[src/rtl/lsu_pkg.sv]
// Shared types for the load/store unit: op codes, access sizes, error codes and FSM states.
package lsu_pkg;

  typedef enum logic [2:0] {
    OP_LW  = 3'd0,
    OP_LH  = 3'd1,
    OP_LHU = 3'd2,
    OP_LB  = 3'd3,
    OP_LBU = 3'd4,
    OP_SW  = 3'd5,
    OP_SH  = 3'd6,
    OP_SB  = 3'd7
  } lsu_op_e;

  typedef enum logic [1:0] {
    SZ_BYTE = 2'd0,
    SZ_HALF = 2'd1,
    SZ_WORD = 2'd2
  } lsu_size_e;

  typedef enum logic [1:0] {
    ST_IDLE = 2'd0,
    ST_REQ  = 2'd1,
    ST_RESP = 2'd2
  } lsu_state_e;

  localparam logic [1:0] ERR_OK      = 2'b00;
  localparam logic [1:0] ERR_ALIGN   = 2'b01;
  localparam logic [1:0] ERR_TIMEOUT = 2'b10;

  function automatic logic is_store(lsu_op_e op);
    return (op == OP_SW) || (op == OP_SH) || (op == OP_SB);
  endfunction

  function automatic lsu_size_e op_size(lsu_op_e op);
    lsu_size_e sz;
    case (op)
      OP_LW, OP_SW:          sz = SZ_WORD;
      OP_LH, OP_LHU, OP_SH:  sz = SZ_HALF;
      default:               sz = SZ_BYTE;
    endcase
    return sz;
  endfunction

endpackage

[src/rtl/lsu_lane_align.sv]
// Combinational lane steering: byte enables, replicated store data,
// extended load data and the alignment check for one access.
module lsu_lane_align
  import lsu_pkg::*;
(
  input  logic [2:0]  i_op,
  input  logic [1:0]  i_addrLo,
  input  logic [31:0] i_wdata,
  input  logic [31:0] i_rdata,
  output logic [3:0]  o_be,
  output logic [31:0] o_wdataRep,
  output logic [31:0] o_rdataExt,
  output logic        o_misaligned
);

  lsu_op_e     w_op;
  lsu_size_e   w_size;
  logic [31:0] w_shifted;
  logic [7:0]  w_byte;
  logic [15:0] w_half;

  assign w_op      = lsu_op_e'(i_op);
  assign w_size    = op_size(w_op);
  assign w_shifted = i_rdata >> {i_addrLo, 3'b000};
  assign w_byte    = w_shifted[7:0];
  assign w_half    = i_addrLo[1] ? i_rdata[31:16] : i_rdata[15:0];

  // Word accesses need addr[1:0]==0, halfword accesses need addr[0]==0.
  assign o_misaligned = ((w_size == SZ_WORD) && (i_addrLo != 2'b00)) ||
                        ((w_size == SZ_HALF) && i_addrLo[0]);

  always_comb begin
    o_be       = 4'b1111;
    o_wdataRep = i_wdata;
    o_rdataExt = 32'd0;
    case (w_op)
      OP_LW:   o_rdataExt = i_rdata;
      OP_LH:   o_rdataExt = {{16{w_half[15]}}, w_half};
      OP_LHU:  o_rdataExt = {16'd0, w_half};
      OP_LB:   o_rdataExt = {{24{w_byte[7]}}, w_byte};
      OP_LBU:  o_rdataExt = {24'd0, w_byte};
      OP_SH: begin
        o_be       = i_addrLo[1] ? 4'b1100 : 4'b0011;
        o_wdataRep = {2{i_wdata[15:0]}};
      end
      OP_SB: begin
        o_be       = 4'b0001 << i_addrLo;
        o_wdataRep = {4{i_wdata[7:0]}};
      end
      default: o_rdataExt = 32'd0;
    endcase
  end

endmodule

[src/rtl/lsu_mem_initiator.sv]
// Load/store unit front end: accepts one pipeline request at a time and
// drives a ready/ack word-addressed memory port, with alignment and timeout errors.
module lsu_mem_initiator
  import lsu_pkg::*;
#(
  parameter int TIMEOUT_CYCLES = 255,
  parameter int CNT_W          = 8
) (
  input  logic        clk,
  input  logic        reset,
  input  logic        req_valid,
  output logic        req_ready,
  input  logic [2:0]  req_op,
  input  logic [31:0] req_addr,
  input  logic [31:0] req_wdata,
  output logic        mem_req,
  output logic        mem_we,
  output logic [31:0] mem_addr,
  output logic [3:0]  mem_be,
  output logic [31:0] mem_wdata,
  input  logic [31:0] mem_rdata,
  input  logic        mem_ack,
  output logic        resp_valid,
  output logic [31:0] resp_rdata,
  output logic [1:0]  resp_err
);

  localparam logic [CNT_W-1:0] TimeoutLast = CNT_W'(TIMEOUT_CYCLES - 1);

  lsu_state_e       r_state;
  logic [2:0]       r_op;
  logic [1:0]       r_addrLo;
  logic [CNT_W-1:0] r_count;
  logic             r_memReq;
  logic             r_memWe;
  logic [31:0]      r_memAddr;
  logic [3:0]       r_memBe;
  logic [31:0]      r_memWdata;
  logic             r_respValid;
  logic [31:0]      r_respRdata;
  logic [1:0]       r_respErr;

  logic [2:0]       w_alignOp;
  logic [1:0]       w_alignAddrLo;
  logic [3:0]       w_be;
  logic [31:0]      w_wdataRep;
  logic [31:0]      w_rdataExt;
  logic             w_misaligned;

  // In IDLE the lane logic looks at the incoming request; afterwards at the captured one.
  assign w_alignOp     = (r_state == ST_IDLE) ? req_op : r_op;
  assign w_alignAddrLo = (r_state == ST_IDLE) ? req_addr[1:0] : r_addrLo;

  lsu_lane_align u_laneAlign (
    .i_op         (w_alignOp),
    .i_addrLo     (w_alignAddrLo),
    .i_wdata      (req_wdata),
    .i_rdata      (mem_rdata),
    .o_be         (w_be),
    .o_wdataRep   (w_wdataRep),
    .o_rdataExt   (w_rdataExt),
    .o_misaligned (w_misaligned)
  );

  always_ff @(posedge clk or negedge reset) begin
    if (!reset) begin
      r_state     <= ST_IDLE;
      r_op        <= 3'd0;
      r_addrLo    <= 2'd0;
      r_count     <= '0;
      r_memReq    <= 1'b0;
      r_memWe     <= 1'b0;
      r_memAddr   <= 32'd0;
      r_memBe     <= 4'd0;
      r_memWdata  <= 32'd0;
      r_respValid <= 1'b0;
      r_respRdata <= 32'd0;
      r_respErr   <= ERR_OK;
    end else begin
      case (r_state)
        ST_IDLE: begin
          r_respValid <= 1'b0;
          if (req_valid) begin
            r_op     <= req_op;
            r_addrLo <= req_addr[1:0];
            if (w_misaligned) begin
              r_respValid <= 1'b1;
              r_respErr   <= ERR_ALIGN;
              r_respRdata <= 32'd0;
              r_state     <= ST_RESP;
            end else begin
              r_memAddr  <= {req_addr[31:2], 2'b00};
              r_memBe    <= w_be;
              r_memWdata <= w_wdataRep;
              r_memWe    <= is_store(lsu_op_e'(req_op));
              r_memReq   <= 1'b1;
              r_count    <= '0;
              r_state    <= ST_REQ;
            end
          end
        end
        ST_REQ: begin
          // An ack arriving on the last allowed cycle still completes normally.
          if (mem_ack) begin
            r_memReq    <= 1'b0;
            r_respRdata <= w_rdataExt;
            r_respErr   <= ERR_OK;
            r_respValid <= 1'b1;
            r_state     <= ST_RESP;
          end else if (r_count == TimeoutLast) begin
            r_memReq    <= 1'b0;
            r_respRdata <= 32'd0;
            r_respErr   <= ERR_TIMEOUT;
            r_respValid <= 1'b1;
            r_state     <= ST_RESP;
          end else begin
            r_count <= r_count + 1'b1;
          end
        end
        ST_RESP: begin
          r_respValid <= 1'b0;
          r_state     <= ST_IDLE;
        end
        default: begin
          r_memReq    <= 1'b0;
          r_respValid <= 1'b0;
          r_state     <= ST_IDLE;
        end
      endcase
    end
  end

  assign req_ready  = (r_state == ST_IDLE);
  assign mem_req    = r_memReq;
  assign mem_we     = r_memWe;
  assign mem_addr   = r_memAddr;
  assign mem_be     = r_memBe;
  assign mem_wdata  = r_memWdata;
  assign resp_valid = r_respValid;
  assign resp_rdata = r_respRdata;
  assign resp_err   = r_respErr;

endmodule
[config.mk]
export PLATFORM = sky130hd
export DESIGN_NAME = lsu_mem_initiator
export DESIGN_NICKNAME = d
export VERILOG_FILES = /design/src/rtl/lsu_pkg.sv /design/src/rtl/lsu_lane_align.sv /design/src/rtl/lsu_mem_initiator.sv
export SDC_FILE = /design/constraint.sdc
export NUM_CORES = 1
export LEC_CHECK = 0
export BUFFER_PORTS_ARGS = -buffer_cell sky130_fd_sc_hd__buf_2
export CORE_ASPECT_RATIO = 1.2
export CORE_MARGIN = 2
export CORE_UTILIZATION = 49
export DETAILED_ROUTE_END_ITERATION = 8
export GPL_ROUTABILITY_DRIVEN = 0
export GPL_TIMING_DRIVEN = 0
export PLACE_DENSITY_LB_ADDON = 0.12
export SYNTH_ARGS = -nofsm -noshare
export SYNTH_HDL_FRONTEND = slang
export SYNTH_SLANG_ARGS = --single-unit
[constraint.sdc]
create_clock -name clk -period 6.45 [get_ports clk]
set_input_delay 1.29 -clock clk [delete_from_list [all_inputs] [get_ports clk]]
set_output_delay 1.29 -clock clk [all_outputs]
set_load 0.05 [all_outputs]
**After elaboration in Yosys (flattened, before gate mapping)**

Cells that the tools add are included.

- Register bits: 118

- Shift-type cells: 2
- Muxes and demuxes: 37
- Equality and inequality tests: 21
- Bitwise logic cells: 2
- Reduce and logical (&&, ||, !) cells: 17
- Add/subtract/negate cells: 1

Operator list:

| cell | count |
|---|---|
| $pmux W32 S5 | 1 |
| $mux W32 | 4 |
| $pmux W32 S2 | 2 |
| $mux W8 | 4 |
| $shr A32 B5 Y8 | 1 |
| $eq A3 B3 Y1 const B | 7 |
| $mux W16 | 1 |
| $mux W2 | 8 |
| $pmux W8 S2 | 1 |
| $pmux W2 S2 | 3 |
| $add A8 B1 Y8 const B | 1 |
| $eq A8 B8 Y1 const B | 1 |
| $mux W1 | 8 |
| $ne A2 B2 Y1 const B | 4 |
| $pmux W4 S2 | 1 |
| $reduce_and A4 Y1 | 2 |
| $eq A3 B2 Y1 const B | 2 |
| $reduce_and A5 Y1 | 1 |
| $eq A2 B1 Y1 const B | 2 |
| $eq A2 B2 Y1 const B | 2 |
| $mux W4 | 1 |
| $reduce_and A2 Y1 | 2 |
| $reduce_bool A2 Y1 | 2 |
| $shl A1 B2 Y4 const A | 1 |
| 14 further kinds | 18 |

**Logic depth before layout (Yosys ltp)**

- Depth in word-level cells: 11
- Gate-level depth with buffers: 10

**Hierarchy**

A second synthesis with hierarchy kept.

- Cell total of the unflattened synthesis: 640
- Area, all modules: 6104.6 sq um

By module, submodules not included:

| module | area each (sq um) | cells each | times used | seq. area each (sq um) |
|---|---|---|---|---|
| lsu_mem_initiator | 4665.7 | 452 | 1 | 2952.8 |
| lsu_lane_align | 1438.9 | 188 | 1 | 0.0 |

**Worst setup path before layout**

No wires, ideal clock.

- Path type: input to register
- Start: input port req_op[1]
- End: register r_respRdata[21] (netlist: resp_rdata[21])
- Slack: 3.348 ns
- Library setup time: 0.132 ns
- Arrival: 2.969 ns
- Cell stages on the path: 8
- Path through: or3b_1 a211oi_2 mux4_2 and3_1 buf_6 buf_6 a21oi_1 o21ai_1

- Longest elaborated chain between the ends: 9

RTL lines:

| element | RTL line | text |
|---|---|---|
| start, declared | lsu_mem_initiator.sv:13 | `input logic [2:0] req_op,` |
| $mux W3 * | lsu_mem_initiator.sv:51 | `assign w_alignOp = (r_state == ST_IDLE) ? req_op : r_op;` |
| $eq A3 B3 Y1 (tied with other cells) | lsu_pkg.sv:37 | `case (op)` |
| $reduce_or A3 Y1 / $reduce_or A2 Y1 (equally long branches) | lsu_pkg.sv:37 |  |
| $pmux W2 S2 | lsu_pkg.sv:37 |  |
| $eq A2 B2 Y1 / $eq A2 B1 Y1 (equally long branches) | lsu_lane_align.sv:29, lsu_lane_align.sv:30 |  |
| $logic_and A1 B1 Y1, on equally long branches | lsu_lane_align.sv:29, lsu_lane_align.sv:30 |  |
| $logic_or A1 B1 Y1 | lsu_lane_align.sv:29 | `assign o_misaligned = ((w_size == SZ_WORD) && (i_addrLo != 2'b00)) \|\|` |
| $ne A2 B1 Y1 (no line) | n/a |  |
| $reduce_and A4 Y1 (no line) | n/a |  |
| end signal, assigned | lsu_mem_initiator.sv:106 | `r_respRdata <= w_rdataExt;` |
| end, declared | lsu_mem_initiator.sv:40 | `logic [31:0] r_respRdata;` |

Every way passes the cells marked *; elsewhere a longest branch is shown, timed or not.
A chain may end at the register's enable or synchronous reset.

**Worst setup path in the final report**

- Start: input port req_op[1]
- End: register r_respRdata[1] (netlist: resp_rdata[1])

The elaborated chain is that of the path after synthesis.

==> impl_results.md <==
* Pin count of the biggest net entering global routing at 75
* Core Region at 11,700 um^2
* WHS Endpoint: mem_be[0]
* Worst reg2reg path startpoint: r_state[0]
* Post-layout net count at just under 900
* Critical Path End Type: flip-flop
* Count of flip-flops with a built-in enable after synthesis at 0
* Biggest fanout along the worst timing path at 10
* Delay of the slowest critical-path stage at 470 ps
* Synthesized area at 5900 um^2
* TritonCTS clock tree: built
* Clock Skews at around 8.5 ps
* Hold-critical path depth at 1
* Detailed Route Iter0 Violations at ~410
* Cell Chain, Critical Path: buf_2, clkbuf_1, nor4bb_1, a31oi_2, o22a_1, nor3_2, a22oi_1, o211ai_1
* Sequential-to-total area share from yosys stat at 0.501
* Worst path bufs/invs at 2
* Top-level port count at between 200 and 250
* Wire length per cell after detailed routing at 18.1 um
* All-Layer GR Usage at 0.267
* WL final at roughly 17,000 um
* Buffers on Ports at ~200
* Fraction of layout cells with a size suffix above 1 at 0.403
* Total iterations of the first detailed-routing run at 5
* Transition time at the pin with the least slew margin at between 800 and 900 ps
* CTS buffer count at 17
* Core occupancy in the finished layout at 0.661
* Antenna Nets Post-Route at 0
* Element type at the critical path start: input pin
* Number of synthesis warnings at 0
* Via count of the routed design at roughly 5,300
* Vias per cell at about 5.6
* Multi-input logic area at around 2700 um^2
* Area enclosed by the die boundary at between 10,000 and 15,000 um^2
* Final worst path period need at 3030 ps
* Worst EP required at between 6000 and 7000 ps
* Maximum clock rate at ~330 MHz
* Flip-flop and latch count after synthesis at ~120
* Initial cell density of the core at 0.505
* R2r setup slk at 3940 ps
* Fraction of registers with async set/reset at 1.00
* Final cell count without fillers at about 940
* Placement Rows at 43
* Crit path max-delay cell type: sky130_fd_sc_hd__nor3_2
* Worst Hold Launch: mem_be[0]
* Worst setup path class: in -> reg
* Primary flip-flop cell chosen by synthesis mapping: sky130_fd_sc_hd__dfrtp_1
* CTS sink cnt at roughly 120
* HPWL after detailed placement at 12,600 um
* Post-CTS Hold Buffers at 0
* Relative slew slack at 0.398
* Avg Inst Size Synth at roughly 11 um^2
* First-pass GRT wire length at 26,800 um
* Die Y at around 120 um
* Number of levels in the clock H-tree at 4
* Top delay family on crit path: simple AND/OR/NAND/NOR gates
* Pwr Density at roughly 640 nW/um^2
* Signed area change from the synthesized netlist to the final layout at 30.9%
* Die Wd at 104 um
* Post-Synthesis Cells at 542
* Top cell type's share of synthesized area at 0.501
* Top post-synthesis cells by area: sky130_fd_sc_hd__dfrtp_1 (50%), sky130_fd_sc_hd__mux2_4 (9.7%), sky130_fd_sc_hd__nand2_1 (4.9%)
* # resized after CTS at 0
* Number of maximum-capacitance constraint violations at 0
* Number of design rule violations left after detail routing at 0
* Share of the cycle needed by the critical path after routing at 0.470
* Total congestion overflow after global routing at 0
* Maximum number of buffers from clock root to sink at 2
* Worst ir drop on vdd at 273 uV
* Final instance area at between 7000 and 8000 um^2
* HP Class: reg -> reg
* Yosys top cell by area: sky130_fd_sc_hd__dfrtp_1
* Final sum of negative setup slack at 0 ps
* Area used by sequential logic in the layout at between 2000 and 3000 um^2
* Filler cell count in the final layout at approximately 970
* Initial antenna violation count at 0
* Crit path arrival time at 3350 ps
* Instance count after placement with tap cells included at 906
* Clk_lat worst skew at approximately 420 ps
* Leakage power total at ~3.9 nW
* RSZ-0062 raised after global routing: no
* Tot Pwr at 4.98 mW
* Outcome: completed
* Via count of the first global-routing pass at 5,140
* Distinct cells, synth at 63
* Post-place instance area at roughly 7200 um^2
* # Post-CTS Setup Buffers at 0
* Count of endpoints failing setup in the final report at 0
* Clock-pin slew on the worst setup and hold paths at 50 ps
* Max-slew violation total from the final report at 0
* Worst reg-to-reg path cell count at 8
* Worst reg2reg endpoint: resp_rdata[4]
* CTS Root Buffer Type: sky130_fd_sc_hd__clkbuf_16
* Hold Fails Final Rpt at 0
==> cells in the mapped netlist (all sizes together), types with 2 or more instances <==
| cell | n |
|---|---|
| a211oi | 2 |
| a21boi | 2 |
| a21o | 3 |
| a21oi | 29 |
| a22oi | 21 |
| a31oi | 10 |
| a32oi | 7 |
| and3 | 8 |
| buf | 24 |
| clkbuf | 14 |
| dfrtp | 118 |
| ha | 2 |
| inv | 9 |
| mux2 | 46 |
| mux2i | 21 |
| mux4 | 2 |
| nand2 | 77 |
| nand3 | 22 |
| nor2 | 17 |
| nor3 | 6 |
| nor3b | 2 |
| nor4b | 2 |
| nor4bb | 2 |
| o211ai | 7 |
| o21a | 3 |
| o21ai | 61 |
| o22ai | 2 |
| o311a | 2 |
| o31a | 2 |
==> power by group <==
part / switching (mW) / internal (mW) / leakage (nW)
clock: 0.311 / 0.592 / 0.274
combinational: 1.95 / 0.866 / 2.10
sequential: 0.197 / 1.06 / 1.48
==> layout by cell type (no fill, tap or decap), drive strengths merged, types with 2 or more instances in the layout <==
master,n
ha,2
o21a,3
a31oi,10
mux4,2
nor2,17
conb,2
o31a,2
a211oi,2
o311a,2
nor4b,2
clkbuf,40
and3,8
buf,230
dfrtp,118
mux2,46
mux2i,21
a21oi,29
inv,9
nand3,22
o21ai,61
nor4bb,2
a21o,3
clkinv,2
a32oi,7
nor3,6
a22oi,21
bufinv,2
a21boi,2
nand2,77
o22ai,2
o211ai,7
nor3b,2
==> how the worst max path moves through the flow <==
stage          startpoint        endpoint  cells after the start
3_5_place_dp    req_op[1]   mem_wdata[17]                     11
4_1_cts         req_op[1]   mem_wdata[17]                     11
5_1_grt         req_op[1]   mem_wdata[13]                     11
6_report        req_op[1]   resp_rdata[1]                      8
2_1_floorplan   req_op[1]  resp_rdata[21]                      8
3_3_place_gp        reset  resp_rdata[21]                      1
==> worst reg2reg max path, cell delays in order, from the launching register on <==
cell and delay (ps):
sky130_fd_sc_hd__dfrtp_1 400, sky130_fd_sc_hd__or2_1 270, sky130_fd_sc_hd__inv_2 180, sky130_fd_sc_hd__mux2_2 400, sky130_fd_sc_hd__a21oi_1 370, sky130_fd_sc_hd__clkbuf_1 410, sky130_fd_sc_hd__and3_1 230, sky130_fd_sc_hd__a32oi_1 60
sky130_fd_sc_hd__o211ai_1 120
==> metal layers <==
layer,up-vias,track usage,wire (um)
met4,0,0.102,290
met3,24,0.0602,1160
met2,245,0.449,8480
met1,2587,0.341,7060
met5,-,0,0
li1,2422,-,-
==> through the flow <==
stage | setup slack, ps | hold WS [ps]
2_1_floorplan | 3350 | 450
3_5_place_dp | 3020 | 470
3_3_place_gp | 2660 | 458
5_1_grt | 3300 | 494
6_report | 3420 | 478
4_1_cts | 3440 | 478
==> state kept, by name (all words and copies together) (netlist names) <==
register and count:
mem_addr 30, mem_be 4, mem_req 1, mem_wdata 32, mem_we 1, r_addrLo 2, r_count 8, r_op 3
r_state 2, resp_err 2, resp_rdata 32, resp_valid 1
==> area by class of cell <==
cell class / count / share of cell area
Sequential cell: 118 / 0.382
Inverter: 9 / 0.00438
Tap cell: 157 / 0.0254
Clock inverter: 4 / 0.00908
Multi-Input combinational cell: 378 / 0.348
Buffer: 38 / 0.0297
Timing Repair Buffer: 206 / 0.137
Clock buffer: 26 / 0.0634
Antenna cell: 1 / 0.000324
==> cells by family after synthesis <==
kind of cell / after synthesis / synth area share
compound gates: 158 / 0.171
flops: 118 / 0.501
xor+xnor: 2 / 0.00297
fa+ha+maj: 2 / 0.00424
mux: 69 / 0.157
simple gates: 145 / 0.119
other cells: 1 / 0.000636
buf+inv: 47 / 0.0445
No activity file was read; power rests on OpenSTA's default activity.
